## src/rtl/adc_seq_pkg.sv

```systemverilog
// Shared types and frame timing constants for the multi-channel ADC sequencer.
package adc_seq_pkg;

    typedef enum logic [1:0] {IDLE, FRAME, GAP} state_t;

    localparam int         FRAME_LEN      = 16;
    localparam logic [3:0] ADDR_FIRST_CNT = 4'd2;
    localparam logic [3:0] ADDR_LAST_CNT  = 4'd4;
    localparam logic [3:0] DATA_FIRST_CNT = 4'd4;
    localparam logic [3:0] DATA_LAST_CNT  = 4'(FRAME_LEN - 1);

    // Channel-address bit sent on a given frame cycle, MSB first; zero outside the window.
    function automatic logic addr_bit(input logic [2:0] addr, input logic [3:0] cnt);
        logic [1:0] idx;
        idx = 2'(ADDR_LAST_CNT - cnt);
        if (cnt >= ADDR_FIRST_CNT && cnt <= ADDR_LAST_CNT)
            return addr[idx];
        return 1'b0;
    endfunction

endpackage

```

## src/rtl/adc_seq_if.sv

```systemverilog
// Tagged result stream from the sequencer to its consumer (valid/ready).
interface adc_seq_if #(
    parameter int DATA_W = 12,
    parameter int CH_W   = 3
);
    logic [DATA_W-1:0] smp_data;
    logic [CH_W-1:0]   smp_ch;
    logic              smp_valid;
    logic              smp_ready;

    modport master (output smp_data, output smp_ch, output smp_valid, input smp_ready);
    modport slave  (input smp_data, input smp_ch, input smp_valid, output smp_ready);
endinterface

```

## src/rtl/adc_rr_pick.sv

```systemverilog
// Round-robin channel picker: lowest set mask bit at or above start, wrapping.
module adc_rr_pick #(
    parameter int NUM_CH = 8,
    parameter int CH_W   = 3
) (
    input  logic [NUM_CH-1:0] mask,
    input  logic [CH_W-1:0]   start,
    output logic [CH_W-1:0]   pick,
    output logic              none
);

    // Scan from the farthest offset down so the nearest set bit wins.
    always_comb begin
        pick = '0;
        none = 1'b1;
        for (int k = NUM_CH - 1; k >= 0; k--) begin
            if (mask[(int'(start) + k) % NUM_CH]) begin
                pick = CH_W'((int'(start) + k) % NUM_CH);
                none = 1'b0;
            end
        end
    end

endmodule

```

## src/rtl/adc_seq_ctrl.sv

```systemverilog
// Multi-channel conversion sequencer for the 16-clock serial ADC frame.
// Results are pipelined one frame: each one is tagged with the address sent in the previous frame.
module adc_seq_ctrl
    import adc_seq_pkg::*;
#(
    parameter int NUM_CH  = 8,
    parameter int CH_W    = 3,
    parameter int DATA_W  = 12,
    parameter int GAP_CYC = 8
) (
    input  logic              clk,
    input  logic              rst,
    input  logic              en,
    input  logic [NUM_CH-1:0] ch_mask,
    output logic              adc_cs_n,
    output logic              adc_addr,
    input  logic              adc_sdo,
    adc_seq_if.master         smp,
    output logic              overrun,
    input  logic              clr_overrun
);

    localparam int GW = (GAP_CYC > 1) ? $clog2(GAP_CYC) : 1;

    state_t            state;
    logic [3:0]        cnt;
    logic [GW-1:0]     gap_cnt;
    logic [CH_W-1:0]   addr_cur;
    logic [CH_W-1:0]   addr_prev;
    logic [CH_W-1:0]   rr_ptr;
    logic              prime;
    logic              pend;
    logic [CH_W-1:0]   pend_ch;
    logic [DATA_W-1:0] shreg;
    logic [CH_W-1:0]   pick;
    logic              none;

    function automatic logic [CH_W-1:0] wrap_inc(input logic [CH_W-1:0] c);
        return (int'(c) == NUM_CH - 1) ? '0 : c + 1'b1;
    endfunction

    // rr_ptr always sits one past the last launched channel, so the same picker
    // serves both the first pick from IDLE and the strictly-after pick in GAP.
    adc_rr_pick #(.NUM_CH(NUM_CH), .CH_W(CH_W)) u_pick (
        .mask  (ch_mask),
        .start (rr_ptr),
        .pick  (pick),
        .none  (none)
    );

    always_ff @(posedge clk) begin
        if (rst) begin
            state         <= IDLE;
            cnt           <= '0;
            gap_cnt       <= '0;
            addr_cur      <= '0;
            addr_prev     <= '0;
            rr_ptr        <= '0;
            prime         <= 1'b1;
            pend          <= 1'b0;
            pend_ch       <= '0;
            shreg         <= '0;
            adc_cs_n      <= 1'b1;
            adc_addr      <= 1'b0;
            smp.smp_data  <= '0;
            smp.smp_ch    <= '0;
            smp.smp_valid <= 1'b0;
            overrun       <= 1'b0;
        end else begin
            // Result delivery runs independently of the sequencing state.
            pend <= 1'b0;
            if (clr_overrun)
                overrun <= 1'b0;
            if (pend) begin
                if (!smp.smp_valid || smp.smp_ready) begin
                    smp.smp_data  <= shreg;
                    smp.smp_ch    <= pend_ch;
                    smp.smp_valid <= 1'b1;
                end else begin
                    overrun <= 1'b1;
                end
            end else if (smp.smp_valid && smp.smp_ready) begin
                smp.smp_valid <= 1'b0;
            end

            case (state)
                IDLE: begin
                    adc_cs_n <= 1'b1;
                    adc_addr <= 1'b0;
                    if (en && !none) begin
                        state    <= FRAME;
                        cnt      <= '0;
                        addr_cur <= pick;
                        rr_ptr   <= wrap_inc(pick);
                        prime    <= 1'b1;
                        adc_cs_n <= 1'b0;
                    end
                end
                FRAME: begin
                    if (cnt >= DATA_FIRST_CNT)
                        shreg <= {shreg[DATA_W-2:0], adc_sdo};
                    if (cnt == DATA_LAST_CNT) begin
                        pend      <= !prime;
                        pend_ch   <= addr_prev;
                        addr_prev <= addr_cur;
                        prime     <= 1'b0;
                        adc_cs_n  <= 1'b1;
                        adc_addr  <= 1'b0;
                        gap_cnt   <= GW'(GAP_CYC - 1);
                        state     <= en ? GAP : IDLE;
                    end else begin
                        cnt      <= cnt + 4'd1;
                        adc_addr <= addr_bit(3'(addr_cur), cnt + 4'd1);
                    end
                end
                GAP: begin
                    if (gap_cnt == '0) begin
                        if (en && !none) begin
                            state    <= FRAME;
                            cnt      <= '0;
                            addr_cur <= pick;
                            rr_ptr   <= wrap_inc(pick);
                            adc_cs_n <= 1'b0;
                        end else begin
                            state <= IDLE;
                        end
                    end else begin
                        gap_cnt <= gap_cnt - 1'b1;
                    end
                end
                default: state <= IDLE;
            endcase
        end
    end

endmodule
```

## src/flat_wrapper.sv

```systemverilog
// flat-port wrapper written by rule: the top's interface ports become plain ports
module adc_seq_ctrl_flat import adc_seq_pkg::*;
#(
    parameter int NUM_CH  = 8,
    parameter int CH_W    = 3,
    parameter int DATA_W  = 12,
    parameter int GAP_CYC = 8
)
  (clk, rst, en, ch_mask, adc_cs_n, adc_addr, adc_sdo, overrun, clr_overrun, smp_smp_data, smp_smp_ch, smp_smp_valid, smp_smp_ready);
  adc_seq_if #(.DATA_W(DATA_W), .CH_W(CH_W)) smp_i ();
  input  logic clk;
  input  logic rst;
  input  logic en;
  input  logic [NUM_CH-1:0] ch_mask;
  output logic adc_cs_n;
  output logic adc_addr;
  input  logic adc_sdo;
  output logic overrun;
  input  logic clr_overrun;
  output wire logic [$bits(smp_i.smp_data)-1:0] smp_smp_data;
  output wire logic [$bits(smp_i.smp_ch)-1:0] smp_smp_ch;
  output wire logic [$bits(smp_i.smp_valid)-1:0] smp_smp_valid;
  input wire logic [$bits(smp_i.smp_ready)-1:0] smp_smp_ready;
  assign smp_smp_data = smp_i.smp_data;
  assign smp_smp_ch = smp_i.smp_ch;
  assign smp_smp_valid = smp_i.smp_valid;
  assign smp_i.smp_ready = smp_smp_ready;
  adc_seq_ctrl #(.NUM_CH(NUM_CH), .CH_W(CH_W), .DATA_W(DATA_W), .GAP_CYC(GAP_CYC)) u_core (.clk(clk), .rst(rst), .en(en), .ch_mask(ch_mask), .adc_cs_n(adc_cs_n), .adc_addr(adc_addr), .adc_sdo(adc_sdo), .smp(smp_i), .overrun(overrun), .clr_overrun(clr_overrun));
endmodule
```

## config.mk

```make
export PLATFORM = sky130hd
export DESIGN_NAME = adc_seq_ctrl_flat
export DESIGN_NICKNAME = d
export VERILOG_FILES = /design/src/rtl/adc_seq_pkg.sv /design/src/rtl/adc_seq_if.sv /design/src/rtl/adc_rr_pick.sv /design/src/rtl/adc_seq_ctrl.sv /design/src/flat_wrapper.sv
export SDC_FILE = /design/constraint.sdc
export NUM_CORES = 1
export LEC_CHECK = 0
export BUFFER_PORTS_ARGS = -buffer_cell sky130_fd_sc_hd__buf_2
export CAP_MARGIN = 20
export CORE_UTILIZATION = 49
export CTS_CLUSTER_DIAMETER = 60
export DETAILED_ROUTE_END_ITERATION = 8
export PLACE_DENSITY = 0.71
export SYNTH_ARGS = -nofsm -noshare
export SYNTH_HDL_FRONTEND = slang
export SYNTH_SLANG_ARGS = --single-unit
```

## constraint.sdc

```tcl
create_clock -name clk -period 3.5 [get_ports clk]
set_input_delay 0.875 -clock clk [delete_from_list [all_inputs] [get_ports clk]]
set_output_delay 0.875 -clock clk [all_outputs]
set_load 0.05 [all_outputs]
```

[Word-level counts from Yosys, hierarchy flattened]
Index checks and enable logic that the tools add are counted.
Storage, ports and cells
  register bits after elaboration: 54
  latch bits: 0
  memory bits (writable): 0
  memory bits (read-only): 0
  input port bits: 14
  memories kept: 0
Cells by class
  add/sub/neg operators: 11
  $mul: 0
  divide/modulo/power cells: 0
  $lt $le $gt $ge: 12
  equality and inequality tests: 11
  shift operators: 0
  muxes and demuxes: 83
  bitwise logic cells: 9
  reductions and logical operators: 32
Operators by type and width (number)
  two-way mux 3 bit: 15
  two-way mux 1 bit: 44
  less-than comparator 4 x 5 -> 1 bit, second input constant: 7
  binary-select mux 1 bit (select 3 bit): 8
  OR reduction 3 bit: 8
  one-hot mux 3 bit (2 select lines): 3
  adder 3 bit, second input constant: 4
  two-way mux 4 bit: 3
  one-hot mux 4 bit (3 select lines): 1
  AND reduction 3 bit: 4
  AND reduction 2 bit: 5
  two-way mux 2 bit: 4
  != test 2 x 1 -> 1 bit, second input constant: 4
  nonzero test 2 bit: 4
  AND 1 bit, first input constant: 7
  adder 3 x 1 -> 3 bit, second input constant: 2
  adder 3 x 2 -> 3 bit, second input constant: 2
  != test 2 bit, second input constant: 3
  one-hot mux 2 bit (3 select lines): 1
  adder 4 x 1 -> 4 bit, second input constant: 1
  equality test 4 bit, second input constant: 1
  greater-or-equal comparator 4 x 2 -> 1 bit, second input constant: 1
  greater-or-equal comparator 4 x 3 -> 1 bit, second input constant: 1
  less-or-equal comparator 4 x 3 -> 1 bit, second input constant: 1
  other kinds (18): 24

[Logic depth before layout (Yosys ltp)]
  word-level depth: 19
  depth in mapped cells: 16

[Cells and area by module]
Synthesis repeated with hierarchy kept, for this count alone.
Second synthesis, totals
  cell total of the unflattened synthesis: 357
  area total of the unflattened synthesis: 3067.9 um2
By module, submodules not included
  adc_seq_ctrl: times used 1, cells each 267, area an instance 2283.4 um2, seq. area each 1081.0 um2
  adc_rr_pick: times used 1, cells each 90, area an instance 784.5 um2, seq. area each 0.0 um2

[Least setup slack after synthesis]
OpenSTA, ideal clock, no wires.
  kind: register to register
  from: register u_core.rr_ptr[1]
  to: register u_core.rr_ptr[1]
  setup time: 128 ps
  arrival time: 3427 ps
  data required time: 3372 ps
  slack: -54 ps
  cell stages (with the launch flop): 16
  buffers on the path: 3
  clock period less this slack: 3554 ps
  cell sequence: dfxtp_1 buf_2 clkbuf_1 inv_1 ha_1 buf_2 mux4_2 mux2_2 a221o_1 o21ai_2 mux2i_1 ha_1 ha_1 inv_1 a31oi_1 nor2_1
Between the ends
  cells in the longest elaborated chain, start to end: 17
  elaborated cells on any way between the ends: 54
RTL lines
  start: declaration: RTL line adc_seq_ctrl.sv:30  | logic [CH_W-1:0] rr_ptr;
  start signal: assignment: RTL line adc_seq_ctrl.sv:94  | rr_ptr <= wrap_inc(pick);
  start signal: assignment: RTL line adc_seq_ctrl.sv:122  | rr_ptr <= wrap_inc(pick);
  adder 3 bit: RTL line adc_rr_pick.sv:17  | if (mask[(int'(start) + k) % NUM_CH]) begin
  binary-select mux 1 bit (select 3 bit): RTL line adc_rr_pick.sv:17
  two-way mux 1 bit (implied by the code) (2 in a row): RTL line adc_rr_pick.sv:17
  two-way mux 3 bit (7 in a row): RTL line adc_rr_pick.sv:17
  two-way mux 3 bit (*): RTL line adc_rr_pick.sv:17
  named net u_core.pick[0]: RTL line adc_seq_ctrl.sv:35  | logic [CH_W-1:0] pick;
  adder 3 x 1 -> 3 bit / equality test 3 x 1 -> 1 bit (equally long branches): RTL line adc_seq_ctrl.sv:39  | return (int'(c) == NUM_CH - 1) ? '0 : c + 1'b1;
  two-way mux 3 bit (*): RTL line adc_seq_ctrl.sv:39
  two-way mux 3 bit (*): RTL line adc_seq_ctrl.sv:90, adc_seq_ctrl.sv:118
  two-way mux 3 bit: RTL line adc_seq_ctrl.sv:117  | if (gap_cnt == '0) begin
  one-hot mux 3 bit (2 select lines) (*): RTL line adc_seq_ctrl.sv:86  | case (state)
The timed path passes the listed nets; every way through them passes the cells marked *. The select of a mux whose other input is x is not followed.
A chain may end at the register's enable or synchronous reset.

[Final worst setup path]
  from: register u_core.rr_ptr[1]
  to: register u_core.rr_ptr[0]
Between the ends
  cells in the longest elaborated chain, start to end: 17
  elaborated cells on any way between the ends: 54
RTL lines (RTL line)
  adder 3 bit: adc_rr_pick.sv:17, adc_rr_pick.sv:18
  binary-select mux 1 bit (select 3 bit): adc_rr_pick.sv:17
  two-way mux 1 bit (implied by the code) (2 in a row): adc_rr_pick.sv:17
  two-way mux 3 bit (7 in a row): adc_rr_pick.sv:17
  two-way mux 3 bit (*): adc_rr_pick.sv:17
  named net u_core.pick[1]: adc_seq_ctrl.sv:35
  equality test 3 x 1 -> 1 bit (*): adc_seq_ctrl.sv:39
  two-way mux 3 bit (*): adc_seq_ctrl.sv:39
  two-way mux 3 bit (*): adc_seq_ctrl.sv:90, adc_seq_ctrl.sv:118
  two-way mux 3 bit: adc_seq_ctrl.sv:117
  one-hot mux 3 bit (2 select lines) (*): adc_seq_ctrl.sv:86
Marks and branches as above.

==> reports/qor.yml <==
cts_resized: 0
ys_types: 52
areaGrowthSynthToFinish_pct: 11.26
place_ws_ps: 80.66
post_cts_buffers: 0
crit_arrival_ps: 3460
grt.total_usage_pct: 22.03
fin_crit_sh_pct: 92.89
fp.dieW_um: 82.38
antenna_found_initial: 0
nNetsFinal: 444
rrSetupSlack_ps: 250
rsz0062_at_grt: "false"
seq_area_frac_synth_pct: 34.15
cts_tree: "done"
power.density_nw_per_um2: 631.1
io_buffers: 32
gp_congestion: 0.9235
syn_avg_cell_area_sq_um: 8.265
drt-total-wl_um: 6949
antennaDiodeCount: 0
switching_power_uw: 887.7
seq_power_share_pct: 31.3
pwr-share-clk_pct: 15.4
r2r_cells: 11
synth_top_area_share_pct: 34.15
synth_top_area_cell: "dfxtp_1"
p_comb_share_pct: 53.3
core_area_sq_um: 6061
fin_skew_ps: 5.550
slowest_delay_ps: 520
finalSetupViolations: 0
path_cells: "inv_1 > ha_1 > mux4_2 > and2_1 > a2111oi_0 > a31oi_1 > o221ai_1 > o221ai_1 > ha_1 > ha_1 > a2111oi_2"
die_area_sq_um: 6786
ys.flop_type: "dfxtp_1"
final_cell_mix: "nand2_1 (80), dfxtp_1 (54), a21oi_1 (48), buf_2 (32), nor2_1 (29)"
cpLargestDelayFamily: "compound AO/OA/AOI/OAI gates"
cap_violations: 0
initial_core_util_pct: 52.23
critPathLaunchType: "flop"
clk_pin_slew_ps: 100
worstSkewPairLatency_ps: 310
clock-sinks: 54
numCtsBuffers: 5
synthCells: 383
drive_gt1_share_pct: 17.27
r2r-start: "u_core.rr_ptr[1]"
vias: 2868
ys_warn_count: 0
crit_path_frequent_cell: "ha_1"
first_global_vias: 2475
worst_slack_ps: 248.8
fillers: 560
cts_hold_buf: 0
worstMarginPinSlew_ps: 1010
critPathMaxFanout: 10
worst-path-buf-inv: 1
hold_start: "u_core.addr_prev[0]"
switching_share_pct: 39.94
intPower_uw: 1335
status: "finished clean"
critPathRequiredTime_ps: 3710
worstHoldEndpoint: "u_core.pend_ch[0]"
synth.area.top_cells: "dfxtp_1 (34%), nand2_1 (9.5%), a21oi_1 (7.6%), mux4_2 (6.4%), ha_1 (5.1%)"
hold_viol: 0
period_needed_ps: 3251
synth_edf_count: 0
synth_nets: 410
viasPerCell: 5.829
wl_per_cell_um: 14.12
root_buffer: "clkbuf_8"
drt-initial-drc-count: 84
p_leak_uw: 0.001394
final_common_cell: "nand2_1"
cts_max_path_buffers: 2
dr.pass1.iters: 5
netlist_area_sq_um: 3166
cts.htree.levels: 2
finalSetupTns_ps: 0
cp_slowest_cell: "ha_1"
ys_ff_latch: 54
vdd_drop_max_mv: 0.4086
fmax_mhz: 307.6
hp-class: "reg2reg"
ant_nets: 0
rows: 28
grt_max_degree: 36
die_h_um: 82.38
path_class: "reg2reg"
boundaryPins: 33
report.final.slew_viol_count: 0
synthArstFlopShare_pct: 0
cp.depth: 11
crit_path_end_kind: "flop"
drc: 0
dp_hpwl_um: 5037
grt-ovfl-total: 0
regToRegEndpoint: "u_core.rr_ptr[0]"
relSlewSlack_pct: 32.56
grt_first_pass_wirelength_um: 11520
holdPathStages: 2
flip-flops by register name, indices dropped and copies added, names as in the netlist, 2 cells and up:
register             count
u_core.cnt               4
u_core.addr_cur          3
u_core.pend_ch           3
u_core.shreg            12
u_core.addr_prev         3
u_core.smp.smp_data     12
u_core.rr_ptr            3
u_core.smp.smp_ch        3
u_core.gap_cnt           3
u_core.state             2
how the worst max path moves through the flow:
stage                startpoint  slack, ps                to
2_1_floorplan  u_core.rr_ptr[1]         50  u_core.rr_ptr[1]
4_1_cts        u_core.rr_ptr[1]        290  u_core.rr_ptr[0]
3_5_place_dp         ch_mask[4]         80  u_core.rr_ptr[0]
3_3_place_gp         ch_mask[4]        180  u_core.rr_ptr[1]
6_report       u_core.rr_ptr[1]        250  u_core.rr_ptr[0]
5_1_grt        u_core.rr_ptr[0]         10  u_core.rr_ptr[1]
kinds of logic after synthesis:
group	after synthesis	synth area share, %
muxes	28	14.07
DFF	54	34.15
adders and majority gates	13	5.138
AOI/OAI and AO/OA	102	20.67
xor gates and xnor gates	4	1.107
and+or+nand+nor	143	19.68
buffers and inverters	39	5.178
power by group through the flow:
stage | sequential [uW] | clock (uW) | combinational [uW]
finish | 696 | 343 | 1180
global route | 700 | 374 | 1310
CTS | 695 | 350 | 1170
detailed placement | 710 | 0 | 1160
global placement | 712 | 0 | 1160
floorplan | 700 | 0 | 890
metal layers:
layer / global-route usage (%) / wire length [um] / up-vias
li1: - / - / 1428
met1: 29.20 / 3350 / 1351
met2: 35.62 / 3211 / 80
met3: 4.505 / 283 / 9
met4: 7.193 / 103 / 0
met5: 0 / 0 / -
metrics by stage:
step           total power [uW]  instance area [sq um]  utilization (%)  cells  hold slack, ps
2_1_floorplan              1589                   3167                -    383           427.3
3_3_place_gp               1875                   3440            56.75    485           440.1
3_5_place_dp               1873                   3440            56.75    485           444.3
4_1_cts                    2214                   3522            58.11    492           457.7
5_1_grt                    2387                   3522            58.11    492           462.8
6_report                   2223                   3522            58.11    492           456.8
area by class of cell:
type	count	area, sq um	share of cell area (%)
multi-input combinational	290	1921	54.53
clock inverter	2	13.76	0.3908
clock buffer	5	68.82	1.954
timing repair buffer	47	272.8	7.744
tap	75	93.84	2.664
inverter	19	71.32	2.025
sequential	54	1081	30.69
synth_stat cells, types with 3 or more instances:
cell	n
dfxtp_1	54
o21a_1	3
a2111oi_0	3
nand2b_1	6
nand2_1	80
o21ai_0	10
xor2_1	3
ha_1	13
nor3_1	4
nand3_1	7
mux4_1	3
mux4_2	9
a211oi_1	3
mux2_2	3
inv_1	18
a31oi_1	5
nor2_1	29
clkbuf_1	16
mux2i_1	13
nor2b_1	7
a21oi_1	48
worst min-delay path, cell delays in order, from the launching register on:
cell     delay, ps
dfxtp_1        320
nand2_1         50
a21oi_1         50
(Power assumes the default switching activity.)
